<file path="src/rtl/multicycle_ctrl.sv">
// Control FSM for the multi-cycle MIPS-subset datapath. It sequences the shared
// ALU, memory port and register file through fetch/decode/execute/memory/writeback,
// drives the datapath mux selects, stalls on mem_ready and counts retired instructions.
module multicycle_ctrl #(
  parameter logic [5:0] OP_RTYPE = 6'b000000,
  parameter logic [5:0] OP_LW    = 6'b100011,
  parameter logic [5:0] OP_SW    = 6'b101011,
  parameter logic [5:0] OP_BEQ   = 6'b000100,
  parameter logic [5:0] OP_J     = 6'b000010,
  parameter logic [5:0] OP_ADDI  = 6'b001000
) (
  input  logic        clk,
  input  logic        rst,
  input  logic [5:0]  opcode,
  input  logic        zero,
  input  logic        mem_ready,
  output logic        pc_write,
  output logic        pc_write_cond,
  output logic        iord,
  output logic        mem_read,
  output logic        mem_write,
  output logic        ir_write,
  output logic        reg_dst,
  output logic        mem_to_reg,
  output logic        reg_write,
  output logic        alu_src_a,
  output logic [1:0]  alu_src_b,
  output logic [1:0]  alu_op,
  output logic [1:0]  pc_source,
  output logic        illegal,
  output logic [31:0] instr_count
);

  typedef enum logic [3:0] {
    S_IDLE,
    S_FETCH,
    S_DECODE,
    S_MEM_ADDR,
    S_MEM_RD,
    S_MEM_WB,
    S_MEM_WR,
    S_EXEC,
    S_R_WB,
    S_BRANCH,
    S_JUMP,
    S_ADDI_EX,
    S_ADDI_WB
  } state_t;

  state_t      r_state;
  state_t      w_next;
  logic        w_retire;
  logic [31:0] r_instr_count;

  // The zero flag is consumed by the PC logic through pc_write_cond, not here.
  logic        w_unused_zero;
  assign w_unused_zero = zero;

  assign instr_count = r_instr_count;

  // State register and retired-instruction counter; the counter wraps naturally.
  always_ff @(posedge clk or posedge rst) begin
    if (rst) begin
      r_state       <= S_IDLE;
      r_instr_count <= 32'd0;
    end else begin
      r_state <= w_next;
      if (w_retire) begin
        r_instr_count <= r_instr_count + 32'd1;
      end
    end
  end

  // Next-state, control outputs and retire strobe; every output defaults to 0 so IDLE is quiet.
  always_comb begin
    w_next        = r_state;
    w_retire      = 1'b0;
    pc_write      = 1'b0;
    pc_write_cond = 1'b0;
    iord          = 1'b0;
    mem_read      = 1'b0;
    mem_write     = 1'b0;
    ir_write      = 1'b0;
    reg_dst       = 1'b0;
    mem_to_reg    = 1'b0;
    reg_write     = 1'b0;
    alu_src_a     = 1'b0;
    alu_src_b     = 2'b00;
    alu_op        = 2'b00;
    pc_source     = 2'b00;
    illegal       = 1'b0;
    case (r_state)
      S_IDLE: begin
        w_next = S_FETCH;
      end
      S_FETCH: begin
        mem_read  = 1'b1;
        alu_src_b = 2'b01;
        pc_write  = mem_ready;
        ir_write  = mem_ready;
        if (mem_ready) begin
          w_next = S_DECODE;
        end
      end
      S_DECODE: begin
        alu_src_b = 2'b11;
        if (opcode == OP_RTYPE) begin
          w_next = S_EXEC;
        end else if (opcode == OP_LW || opcode == OP_SW) begin
          w_next = S_MEM_ADDR;
        end else if (opcode == OP_BEQ) begin
          w_next = S_BRANCH;
        end else if (opcode == OP_J) begin
          w_next = S_JUMP;
        end else if (opcode == OP_ADDI) begin
          w_next = S_ADDI_EX;
        end else begin
          illegal = 1'b1;
          w_next  = S_FETCH;
        end
      end
      S_MEM_ADDR: begin
        alu_src_a = 1'b1;
        alu_src_b = 2'b10;
        if (opcode == OP_LW) begin
          w_next = S_MEM_RD;
        end else if (opcode == OP_SW) begin
          w_next = S_MEM_WR;
        end else begin
          w_next = S_FETCH;
        end
      end
      S_MEM_RD: begin
        mem_read = 1'b1;
        iord     = 1'b1;
        if (mem_ready) begin
          w_next = S_MEM_WB;
        end
      end
      S_MEM_WB: begin
        reg_write  = 1'b1;
        mem_to_reg = 1'b1;
        w_retire   = 1'b1;
        w_next     = S_FETCH;
      end
      S_MEM_WR: begin
        mem_write = 1'b1;
        iord      = 1'b1;
        if (mem_ready) begin
          w_retire = 1'b1;
          w_next   = S_FETCH;
        end
      end
      S_EXEC: begin
        alu_src_a = 1'b1;
        alu_op    = 2'b10;
        w_next    = S_R_WB;
      end
      S_R_WB: begin
        reg_write = 1'b1;
        reg_dst   = 1'b1;
        w_retire  = 1'b1;
        w_next    = S_FETCH;
      end
      S_BRANCH: begin
        alu_src_a     = 1'b1;
        alu_op        = 2'b01;
        pc_write_cond = 1'b1;
        pc_source     = 2'b01;
        w_retire      = 1'b1;
        w_next        = S_FETCH;
      end
      S_JUMP: begin
        pc_write  = 1'b1;
        pc_source = 2'b10;
        w_retire  = 1'b1;
        w_next    = S_FETCH;
      end
      S_ADDI_EX: begin
        alu_src_a = 1'b1;
        alu_src_b = 2'b10;
        w_next    = S_ADDI_WB;
      end
      S_ADDI_WB: begin
        reg_write = 1'b1;
        w_retire  = 1'b1;
        w_next    = S_FETCH;
      end
      default: begin
        w_next = S_IDLE;
      end
    endcase
  end

endmodule

</file>
<file path="config.mk">
export PLATFORM = sky130hd
export DESIGN_NAME = multicycle_ctrl
export DESIGN_NICKNAME = d
export VERILOG_FILES = /design/src/rtl/multicycle_ctrl.sv
export SDC_FILE = /design/constraint.sdc
export NUM_CORES = 1
export LEC_CHECK = 0
export ABC_AREA = 1
export CAP_MARGIN = 20
export CORE_ASPECT_RATIO = 1.25
export CORE_MARGIN = 2
export CORE_UTILIZATION = 30
export DETAILED_ROUTE_END_ITERATION = 16
export PLACE_DENSITY = 0.56
export SYNTH_ARGS = -nofsm -noshare
export SYNTH_HDL_FRONTEND = slang
export SYNTH_SLANG_ARGS = --single-unit
</file>
<file path="constraint.sdc">
create_clock -name clk -period 2.6 [get_ports clk]
set_input_delay 0.52 -clock clk [delete_from_list [all_inputs] [get_ports clk]]
set_output_delay 0.52 -clock clk [all_outputs]
set_load 0.03 [all_outputs]
</file>
==> impl_results.rst <==
.. list-table::
   :header-rows: 1

   * - Metric
     - Value
   * - Combined buffer and inverter count along the critical path
     - 3
   * - Fillers
     - around 900
   * - IR drop worst, VDD
     - around 300 µV
   * - Non-Filler Instances
     - ~570
   * - Total length of routed wires
     - 7.08 mm
   * - Clock tree from TritonCTS
     - done
   * - Result of the run
     - finished, final reports clean
   * - Max Root-Sink Buffers
     - 2
   * - Residual overflow from global routing
     - 0
   * - Xor/xnor cell area share of the yosys netlist
     - under 10%
   * - Crit path required time
     - about 2.1 ns
   * - Post-synth top area cell
     - sky130_fd_sc_hd__dfrtp_1
   * - Share of synthesized area spent on multiplexers
     - 0%
   * - Maximum clock rate
     - 0.403 GHz
   * - Distinct cell type count after synthesis
     - 24
   * - Footprint of the multi-input gates
     - approximately 0.0015 mm²
   * - Period utilisation layout
     - between 90% and 100%
   * - Slew margin rel.
     - between 60% and 70%
   * - Setup Total Neg Slack
     - 0 ns
   * - Critical path's top delay family
     - buffers and inverters
   * - Avg WL per Cell
     - around 12 µm
   * - Port Buffers
     - 57
   * - Unrepaired setup endpoints after global routing
     - no
   * - Logic gate share of total power
     - approximately 34%
   * - Violation count after the first detailed-route iteration
     - between 100 and 150
   * - Worst Path Arrival
     - 1.96 ns
   * - Residual antenna-violating net count after detailed routing
     - 0
   * - Final critical delay including setup and external delays
     - about 2.5 ns
   * - # H-tree levels
     - 2
   * - Fraction of post-synthesis cell area in the top cell type by area
     - 34.7%
   * - GP Congestion
     - approximately 0.94
   * - Pin count of the biggest net entering global routing
     - 37
   * - Syn avg cell area
     - between 6 and 7 µm²
   * - Combined global-route utilization of all metal layers
     - roughly 16%
   * - Synthesis-stage register bit count
     - 36
   * - Die boundary height
     - approximately 110 µm
   * - Post-synth ARST share
     - 100%
   * - CP Class
     - register to output port
   * - Net switching power of the design
     - 0.755 mW
   * - Hold Path Class
     - register to register
   * - Slowest cell on the critical path
     - sky130_fd_sc_hd__clkdlybuf4s50_1
   * - Syn Inst Count
     - approximately 410
   * - Core Rows
     - 37
   * - Number of endpoints failing setup at the final stage
     - 0
   * - Slew at the pin with the worst max-slew slack
     - between 0.5 and 0.6 ns
   * - Layout cell share with drive strength beyond 1
     - ~6.1%
   * - Switch share
     - a little over a third
   * - Total internal power
     - ~1.3 mW
   * - Proportion of power drawn by flip-flops and latches
     - between 30% and 40%
   * - Core ar.
     - between 0.008 and 0.009 mm²
   * - Commonest cells post-synth
     - sky130_fd_sc_hd__nand2_1, sky130_fd_sc_hd__nor2_1, sky130_fd_sc_hd__dfrtp_1
   * - Clock root buffer
     - sky130_fd_sc_hd__clkbuf_8
   * - Post-synthesis compound-gate area fraction
     - between 3 and 4%
   * - Cell Chain, Critical Path
     - inv_1 -> nand2_2 -> nor2_1 -> nor2_4 -> inv_2 -> clkdlybuf4s50_1
   * - Via count of the first global-routing pass
     - between 2000 and 3000
   * - Source-to-sink clock delay at the later pin of the worst-skew pair
     - about 0.29 ns
   * - Areal power density over the cells
     - approximately 600 mW/mm²
   * - Vias/cell
     - approximately 4.7
   * - Proportion of power drawn by the clock network
     - about 34%
   * - Syn_nets
     - ~430
   * - Count of TritonRoute iterations in the first routing pass
     - 4
   * - Cell Area, Synth
     - roughly 0.0026 mm²
   * - CTS Sinks
     - 36
   * - Critical path endpoint category
     - output port
   * - Critical Path Start Type
     - register
   * - Starting density of the core
     - 31.2%
   * - Post-detailed-route DRC marker count
     - 0
   * - Initial antenna violation count
     - 0
   * - Adder-cell share of the synthesized area
     - less than 1%
   * - Final nets
     - between 400 and 500
   * - Total count of max-transition violations in the final report
     - 0
   * - Biggest fanout along the worst timing path
     - 4
   * - Final HPWL from detailed placement
     - around 5.4 mm
   * - Post-CTS setup-driven buffer insertion count
     - 0
   * - Cts bufs inserted
     - 5
   * - Die Span X
     - between 80 and 90 µm
   * - Via count
     - between 2000 and 3000
   * - Number of failing hold endpoints at the final stage
     - 0
   * - Storage cell area
     - around 900 µm²
   * - Cell with the most instances after synthesis
     - sky130_fd_sc_hd__nand2_1
   * - Area of the die
     - between 0.009 and 0.01 mm²
   * - Signed area change from the synthesized netlist to the final layout
     - 31.8%
   * - Clock slew at the register clock pins of the worst setup and hold paths
     - approximately 0.08 ns
   * - Delay contributed by the slowest stage of the critical path
     - slightly below 0.7 ns
   * - Post-synth EDFFs
     - 0
   * - Post-synthesis simple-gate area fraction
     - 50.4%
   * - Largest family of logic cells by synthesized area
     - simple AND/OR/NAND/NOR gates
   * - Placed insts
     - 563
   * - Wire length of the first global-routing pass
     - about 12 mm
   * - Leakage component of the power
     - 1.63 nW
   * - Yosys warns
     - 0
   * - Most common flop cell mapped by yosys
     - sky130_fd_sc_hd__dfrtp_1
   * - Maximum capacitance violations
     - 0
   * - IO Count
     - ~60
   * - Clock Skews
     - 0.00677 ns
   * - Post-synthesis sequential area ratio
     - about a third
   * - Hold buffers post-CTS
     - 0
   * - Cell types with the largest area share after synthesis
     - sky130_fd_sc_hd__dfrtp_1, sky130_fd_sc_hd__nand2_1, sky130_fd_sc_hd__nor2_1
   * - Antenna Cells
     - 0
-- cells in the final DEF (no fill, tap or decap) --
cell type	synthesis	layout
sky130_fd_sc_hd__a31oi_1	1	1
sky130_fd_sc_hd__and2_1	2	2
sky130_fd_sc_hd__buf_4	6	4
sky130_fd_sc_hd__bufinv_16	0	3
sky130_fd_sc_hd__clkbuf_8	0	5
sky130_fd_sc_hd__clkdlybuf4s50_1	0	47
sky130_fd_sc_hd__dfrtp_1	36	36
sky130_fd_sc_hd__dlygate4sd2_1	0	2
sky130_fd_sc_hd__dlymetal6s2s_1	0	7
sky130_fd_sc_hd__ha_1	1	1
sky130_fd_sc_hd__inv_1	34	34
sky130_fd_sc_hd__inv_2	3	3
sky130_fd_sc_hd__nand2_1	173	173
sky130_fd_sc_hd__nand2_2	5	5
sky130_fd_sc_hd__nand3_1	17	17
sky130_fd_sc_hd__nand3_2	1	1
sky130_fd_sc_hd__nand3b_1	15	15
sky130_fd_sc_hd__nand4_1	9	9
sky130_fd_sc_hd__nor2_1	72	72
sky130_fd_sc_hd__nor2_2	5	5
sky130_fd_sc_hd__nor2_4	3	3
sky130_fd_sc_hd__nor3_1	3	3
sky130_fd_sc_hd__o21ai_0	10	10
sky130_fd_sc_hd__o21ai_1	5	5
sky130_fd_sc_hd__o22ai_1	1	1
sky130_fd_sc_hd__xnor2_1	1	1
sky130_fd_sc_hd__xor2_1	9	9
-- power groups by stage --
| stage | clock network, mW | logic [mW] | registers [mW] |
|---|---|---|---|
| 2_1_floorplan | 0 | 0.429 | 0.728 |
| 3_3_place_gp | 0 | 0.728 | 0.689 |
| 3_5_place_dp | 0 | 0.729 | 0.690 |
| 4_1_cts | 0.717 | 0.718 | 0.679 |
| 5_1_grt | 0.740 | 0.784 | 0.690 |
| 6_report | 0.701 | 0.706 | 0.679 |
-- path summary, 6_finish.rpt --
path                                                   from                     endpoint  slack (ns)  cells past startpoint
worst max-delay path                 r_state[1]$_DFFE_PP0P_                    reg_write        0.12                      6
worst min-delay path            instr_count[31]$_DFFE_PP0P_  instr_count[31]$_DFFE_PP0P_        0.53                      2
worst max register to register   instr_count[0]$_DFFE_PP0P_  instr_count[18]$_DFFE_PP0P_        0.82                      8
worst min register to register  instr_count[31]$_DFFE_PP0P_  instr_count[31]$_DFFE_PP0P_        0.53                      2
max in group asynchronous                               rst  instr_count[28]$_DFFE_PP0P_        1.63                      3
min in group asynchronous                               rst   instr_count[0]$_DFFE_PP0P_        0.63                      3
-- registers in the layout, indices dropped and copies added, names as in the netlist --
signal / count
instr_count: 32
r_state: 4
-- tightest hold or removal path, stage by stage, from the launching register on --
cell	delay, ns
sky130_fd_sc_hd__dfrtp_1	0.38
sky130_fd_sc_hd__nand2_1	0.06
sky130_fd_sc_hd__nand2_1	0.06
-- per-layer routing --
| metal | GRT usage [%] | up-vias | routed length, µm |
|---|---|---|---|
| met3 | 3.82 | 18 | 328 |
| met4 | 6.81 | 0 | 259 |
| li1 | - | 1405 | - |
| met5 | 0 | - | 0 |
| met2 | 27.8 | 65 | 3390 |
| met1 | 19.2 | 1202 | 3100 |
-- per-stage QoR --
stage | hold WS (ns) | worst slack [ns] | utilization (%) | cell area (µm²) | power [mW]
CTS | 0.536 | 0.0108 | 40.8 | 3400 | 2.11
detailed placement | 0.517 | 0.164 | 39.0 | 3250 | 1.42
finish | 0.530 | 0.120 | 41.1 | 3420 | 2.09
global route | 0.575 | 0.0224 | 41.1 | 3420 | 2.21
global placement | 0.514 | 0.160 | 39.0 | 3250 | 1.42
floorplan | 0.591 | 0.745 | - | 2600 | 1.16
-- area by class of cell --
type                       instances  area share [%]
inverter                          37            4.06
timing repair buffer              60            17.7
clock inverter                     3            2.63
tap                               97            3.55
clock buffer                       5            2.01
sequential                        36            26.3
multi-input combinational        333            43.7
-- cells by family (layout without fill, tap and decap cells) --
logic type,count (synthesis),count (layout)
AND/OR/NAND/NOR,305,305
buffers and inverters,45,105
flip-flops,36,36
AO/OA/AOI/OAI,17,17
XOR/XNOR,10,10
adder cells (fa/ha/maj),1,1
-- timing repair --
item | in CTS | in global routing
endpoints found under the setup margin | 2 | 7
gates resized for setup | 2 | 7
pin swaps | 0 | 0
No activity file was read; power rests on OpenSTA's default activity.
